**src/rtl/ecall_write_streamer.sv**
```systemverilog
// Write-ecall byte streamer: reads bytes from data memory with a fixed read
// latency and hands them downstream on an fd-tagged ready/valid stream.
module ecall_write_streamer #(
  parameter int ADDR_W     = 32,
  parameter int MEM_BITS   = 12,
  parameter int NUM_FD     = 4,
  parameter int FD_W       = 2,
  parameter int RD_LAT     = 1,
  parameter int FIFO_DEPTH = 4
) (
  input  logic              clk,
  input  logic              rst,
  input  logic              req,
  input  logic [ADDR_W-1:0] req_fd,
  input  logic [ADDR_W-1:0] req_addr,
  input  logic [ADDR_W-1:0] req_len,
  output logic              done,
  output logic              err_bad_fd,
  output logic              mem_rden,
  output logic [MEM_BITS-1:0] mem_addr,
  input  logic [7:0]        mem_q,
  output logic              out_valid,
  input  logic              out_ready,
  output logic [7:0]        out_data,
  output logic [FD_W-1:0]   out_fd,
  output logic [ADDR_W-1:0] bytes_sent
);

  localparam int PW = (FIFO_DEPTH > 1) ? $clog2(FIFO_DEPTH) : 1;
  localparam int CW = $clog2(FIFO_DEPTH + RD_LAT + 1);

  typedef enum logic [1:0] {IDLE, ISSUE, DRAIN, FINISH} state_t;

  state_t state, state_nx;

  logic [ADDR_W-1:0] addr_q, len_q, offset, mem_sum;
  logic [RD_LAT-1:0] pend;
  logic [RD_LAT:0]   pend_sh;
  logic [7:0]        fifo_mem [FIFO_DEPTH];
  logic [PW-1:0]     wr_ptr, rd_ptr;
  logic [CW-1:0]     count, inflight;
  logic              push, pop, fd_bad;

  function automatic logic [PW-1:0] bump(input logic [PW-1:0] p);
    return (p == PW'(FIFO_DEPTH - 1)) ? '0 : p + PW'(1);
  endfunction

  assign fd_bad    = req_fd >= ADDR_W'(NUM_FD);
  assign push      = pend[RD_LAT-1];
  assign out_valid = count != '0;
  assign pop       = out_valid & out_ready;
  assign out_data  = fifo_mem[rd_ptr];
  assign mem_sum   = addr_q + offset;
  assign mem_addr  = mem_rden ? mem_sum[MEM_BITS-1:0] : '0;
  assign pend_sh   = {pend, mem_rden};

  // Reads still travelling through the memory pipeline hold a FIFO credit.
  always_comb begin
    inflight = '0;
    for (int i = 0; i < RD_LAT; i++)
      inflight = inflight + CW'(pend[i]);
  end

  always_comb begin
    state_nx = state;
    mem_rden = 1'b0;
    unique case (state)
      IDLE: begin
        if (req) begin
          if (fd_bad)
            state_nx = FINISH;
          else if (req_len == '0)
            state_nx = FINISH;
          else
            state_nx = ISSUE;
        end
      end
      ISSUE: begin
        if ((offset < len_q) &&
            ((count + inflight) < CW'(FIFO_DEPTH)))
          mem_rden = 1'b1;
        if (mem_rden && (offset + ADDR_W'(1) == len_q))
          state_nx = DRAIN;
      end
      DRAIN: begin
        if (count == '0 && inflight == '0)
          state_nx = FINISH;
      end
      FINISH: begin
        if (!req)
          state_nx = IDLE;
      end
      default: state_nx = IDLE;
    endcase
  end

  always_ff @(posedge clk) begin
    if (!rst) begin
      state      <= IDLE;
      done       <= 1'b1;
      err_bad_fd <= 1'b0;
      addr_q     <= '0;
      len_q      <= '0;
      offset     <= '0;
      out_fd     <= '0;
      pend       <= '0;
      wr_ptr     <= '0;
      rd_ptr     <= '0;
      count      <= '0;
      bytes_sent <= '0;
      for (int i = 0; i < FIFO_DEPTH; i++)
        fifo_mem[i] <= '0;
    end else begin
      state <= state_nx;
      pend  <= pend_sh[RD_LAT-1:0];
      if (state == IDLE && req) begin
        addr_q     <= req_addr;
        len_q      <= req_len;
        offset     <= '0;
        out_fd     <= req_fd[FD_W-1:0];
        err_bad_fd <= fd_bad;
        done       <= 1'b0;
      end
      if (state == FINISH)
        done <= 1'b1;
      if (mem_rden)
        offset <= offset + ADDR_W'(1);
      if (push) begin
        fifo_mem[wr_ptr] <= mem_q;
        wr_ptr <= bump(wr_ptr);
      end
      if (pop) begin
        rd_ptr     <= bump(rd_ptr);
        bytes_sent <= bytes_sent + ADDR_W'(1);
      end
      unique case ({push, pop})
        2'b10:   count <= count + CW'(1);
        2'b01:   count <= count - CW'(1);
        default: count <= count;
      endcase
    end
  end

endmodule

```
**config.mk**
```make
export PLATFORM = sky130hd
export DESIGN_NAME = ecall_write_streamer
export DESIGN_NICKNAME = d
export VERILOG_FILES = /design/src/rtl/ecall_write_streamer.sv
export SDC_FILE = /design/constraint.sdc
export NUM_CORES = 1
export LEC_CHECK = 0
export BUFFER_PORTS_ARGS = -buffer_cell sky130_fd_sc_hd__buf_2
export CAP_MARGIN = 20
export CORE_AREA = 4 4 147 149
export DETAILED_ROUTE_END_ITERATION = 16
export DIE_AREA = 0 0 151 153
export HOLD_SLACK_MARGIN = 0.05
export PLACE_DENSITY = 0.79
export REMOVE_ABC_BUFFERS = 1
export SYNTH_ARGS = -nofsm -noshare
export SYNTH_HDL_FRONTEND = slang
export SYNTH_SLANG_ARGS = --single-unit
export TNS_END_PERCENT = 10
```
**constraint.sdc**
```tcl
create_clock -name clk -period 2.6 [get_ports clk]
set_input_delay 0.39 -clock clk [delete_from_list [all_inputs] [get_ports clk]]
set_output_delay 0.39 -clock clk [all_outputs]
set_load 0.05 [all_outputs]
```
==> qor.log <==
qor: cts.numCtsBuffers 17
qor: worst_setup_path.reg2reg_from offset[0]
qor: sta.setup_viol 33
qor: yosys.synth_seq_cells 156
qor: layout.layout-drive-gt1-share 33.14%
qor: layout.finalInstanceArea 0.01227 mm2
qor: layout.n_fill_cell 1699
qor: worst_setup_path.critPathRequiredTime 2.21 ns
qor: drt.met2_length 13270 um
qor: grt.grt_overflow 0
qor: grt.number_of_antenna_violations_at_the_first_check_in_global_routing 1
qor: cts.tritoncts built
qor: sta.slew-limit-headroom 62.36%
qor: worst_hold_path.hold_path_depth 3
qor: sta.rsz0062_at_grt yes
qor: die.floorplan.core_area 0.02017 mm2
qor: layout.layout_common_cells sky130_fd_sc_hd__nand2_1, sky130_fd_sc_hd__buf_4, sky130_fd_sc_hd__buf_2
qor: yosys.synth.area.top_cells sky130_fd_sc_hd__dfxtp_1, sky130_fd_sc_hd__edfxtp_1, sky130_fd_sc_hd__ha_1
qor: yosys.syn-mean-instance-area 8.464 um2
qor: yosys.yosysSeqAreaShare 38.27%
qor: drt.avgRoutedWirePerCell 16.16 um
qor: cts.clkTransAtPathRegs 0.07 ns
qor: yosys.post_synth_num_cell_types 65
qor: drt.topRoutingLayerUsed met4
qor: cts.tritoncts_num_sinks 156
qor: yosys.post_synth_instance_area 0.008997 mm2
qor: power.leakage 5.176 nW
qor: cts.max-clock-path-buffers 2
qor: die.placement_rows 52
qor: sta.report.final.hold_viol_count 0
qor: cts.clock-root-buffer sky130_fd_sc_hd__clkbuf_16
qor: yosys.ys_warn_count 0
qor: drt.ant_nets 0
qor: layout.syn2layout_area_growth 36.35%
qor: cts.worst_skew_pair.late_latency 0.44 ns
qor: sta.finalHoldWorstSlack 0.1808 ns
qor: yosys.netlist.top_cell.by_area sky130_fd_sc_hd__dfxtp_1
qor: yosys.async_set_or_reset_flop_fraction_in_the_synthesized_netlist 0%
qor: worst_hold_path.hold_path_startpoint req_addr[8]
qor: drt.first_iter_violations 643
qor: cts.cts-htree-levels 4
qor: sta.worst_slack -0.6161 ns
qor: worst_setup_path.crit_fanout 3
qor: place.placement.cell_area 0.01099 mm2
qor: layout.layout.core_utilization 60.83%
qor: worst_setup_path.worstRegToRegCells 12
qor: yosys.synth_edf_count 32
qor: grt.global_route_wire_length_before_repair 41540 um
qor: yosys.syn_inst 1063
qor: drt.routed_wirelength 26140 um
qor: die.die_h 153 um
qor: worst_setup_path.timing.critical_path.from addr_q[0]
qor: drt.routed_via_density 5.414
qor: die.io-pin-count 166
qor: run_status.failed_checks negative setup slack
qor: drt.routed-via-count 8754
qor: power.total_power 8.169 mW
qor: place.port_buffers 145
qor: drt.post-route-drc-count 0
qor: die.start_util 44.61%
qor: sta.slew_viol_final 0
qor: sta.timing.final.crit_share 123.7%
qor: drt.drt-pass1-iter-count 7
qor: worst_setup_path.cp-end-kind output pin
qor: worst_setup_path.cp-start-kind register
qor: worst_setup_path.path_class register to output pin
qor: sta.fmax 0.3109 GHz
qor: run_status.outcome finished with violations
qor: layout.layout_net_count 1495
qor: place.detailed_place_hpwl 18360 um
qor: sta.final.setup_skew 0.01045 ns
qor: drt.detailroute.wirelength.met3 1464 um
qor: cts.holdBufCountCts 0
qor: grt.maximum_number_of_pins_on_one_net_before_global_route_repair 86
qor: worst_setup_path.worst-endpoint-arrival 2.83 ns
qor: grt.globalRouteTotalUtil 22.04%
qor: worst_hold_path.hold_path.class primary input to register
qor: power.peakVddDrop 0.4896 mV
qor: sta.layout_min_cycle_time 3.216 ns
qor: drt.drt-met1-wl 10780 um
qor: die.die_w 151 um
qor: place.gp_congestion 0.9191
qor: power.cellPowerDensity 665.9 mW/mm2
qor: die.dieArea 0.02310 mm2
qor: sta.worst_margin_pin_slew 0.5595 ns
qor: place.post_place_setup_slack -0.3374 ns
qor: job.maxCapViolations 0
qor: grt.via_count_of_the_first_global_routing_pass 8511
qor: yosys.dominant_synthesized_flop_cell sky130_fd_sc_hd__dfxtp_1
qor: yosys.synthDominantCellAreaShare 27.59%
[cell type report]
type,count,area [um2],share of cell area [%]
timing repair buffer,300,2063,16.82
clock inverter,15,155.1,1.265
clock buffer,17,425.4,3.468
antenna,1,2.502,0.02040
sequential,156,3472,28.30
multi-input combinational,806,5613,45.75
tap,270,337.8,2.754
inverter,52,198.9,1.622
[synth_stat cells, types with 6 or more instances]
library cell and count:
sky130_fd_sc_hd__nand2_1 148, sky130_fd_sc_hd__dfxtp_1 124, sky130_fd_sc_hd__a21oi_1 106, sky130_fd_sc_hd__nor2_1 81, sky130_fd_sc_hd__ha_1 52, sky130_fd_sc_hd__inv_1 52
sky130_fd_sc_hd__o21ai_0 45, sky130_fd_sc_hd__xor2_1 44, sky130_fd_sc_hd__xnor2_1 42, sky130_fd_sc_hd__clkbuf_1 37, sky130_fd_sc_hd__and2_1 32, sky130_fd_sc_hd__edfxtp_1 32
sky130_fd_sc_hd__nand3_1 32, sky130_fd_sc_hd__nand4_1 22, sky130_fd_sc_hd__or3_1 22, sky130_fd_sc_hd__nor4_1 21, sky130_fd_sc_hd__and3_1 20, sky130_fd_sc_hd__nor3_1 17
sky130_fd_sc_hd__a31oi_1 11, sky130_fd_sc_hd__a21o_1 10, sky130_fd_sc_hd__nor2b_1 10, sky130_fd_sc_hd__mux2i_1 9, sky130_fd_sc_hd__mux4_2 8, sky130_fd_sc_hd__and4_1 7
sky130_fd_sc_hd__nand2b_1 6, sky130_fd_sc_hd__o211ai_1 6
[per-layer routing]
layer  vias to the layer above  track usage [%]
met4                         0            6.390
met1                      4131            27.54
met3                        52            4.412
met5                         -                0
li1                       4275                -
met2                       296            38.28
[per-stage QoR]
stage / setup TNS, ns / instances
floorplan: -54.60 / 1014
global placement: -8.371 / 1572
detailed placement: -10.06 / 1572
CTS: -7.083 / 1607
global route: -10.85 / 1617
finish: -8.808 / 1617
[critical path: stages, from the launching register on]
cell                       delay (ns)
sky130_fd_sc_hd__dfxtp_2         0.34
sky130_fd_sc_hd__ha_4            0.16
sky130_fd_sc_hd__fa_2            0.36
sky130_fd_sc_hd__a21o_1          0.19
sky130_fd_sc_hd__a21oi_2         0.18
sky130_fd_sc_hd__o21bai_1        0.12
sky130_fd_sc_hd__a21oi_2         0.20
sky130_fd_sc_hd__o21ai_2         0.09
sky130_fd_sc_hd__a21oi_2         0.20
sky130_fd_sc_hd__buf_4           0.17
sky130_fd_sc_hd__xor2_4          0.18
sky130_fd_sc_hd__nor2_4          0.04
sky130_fd_sc_hd__buf_6           0.14
[sequential cells by signal, indices dropped and copies added (netlist names), 2 cells and up, named ones only]
signal / flops
wr_ptr: 2
state: 2
rd_ptr: 2
fifo_mem: 32
out_fd: 2
offset: 32
bytes_sent: 32
count: 3
addr_q: 12
len_q: 32
[report_power, final]
group          internal, mW  switching (mW)  total (mW)
sequential             2.68           0.149        2.83
clock                  1.29            1.20        2.50
combinational          1.16            1.68        2.84
total                  5.14            3.03        8.17
[logic make-up (layout without fill, tap and decap cells)]
logic type | after synthesis | count (layout) | synth area share (%)
AND/OR/NAND/NOR | 445 | 445 | 25.42
AO/OA/AOI/OAI | 204 | 204 | 12.91
flip-flops | 156 | 156 | 38.27
buffers and inverters | 101 | 384 | 4.353
XOR/XNOR | 86 | 86 | 8.372
adder cells (fa/ha/maj) | 54 | 54 | 7.676
multiplexers | 17 | 17 | 3.004
other | 0 | 1 | 0
[worst paths after layout]
check / to / slack (ns)
worst max register to register: state[1] / -0.31
worst min register to register: out_fd[0] / 0.46
worst max-delay path: mem_addr[8] / -0.62
worst min-delay path: addr_q[8] / 0.18
[what timing repair did]
item | 4_1_cts | 5_1_grt
pin swaps | 30 | 40
setup buffers | 3 | 10
hold endpoints to repair | 0 | 0
setup endpoints to repair | 47 | 47
resized for setup | 97 | 59
Note: power is estimated with default switching activity, not from simulation.
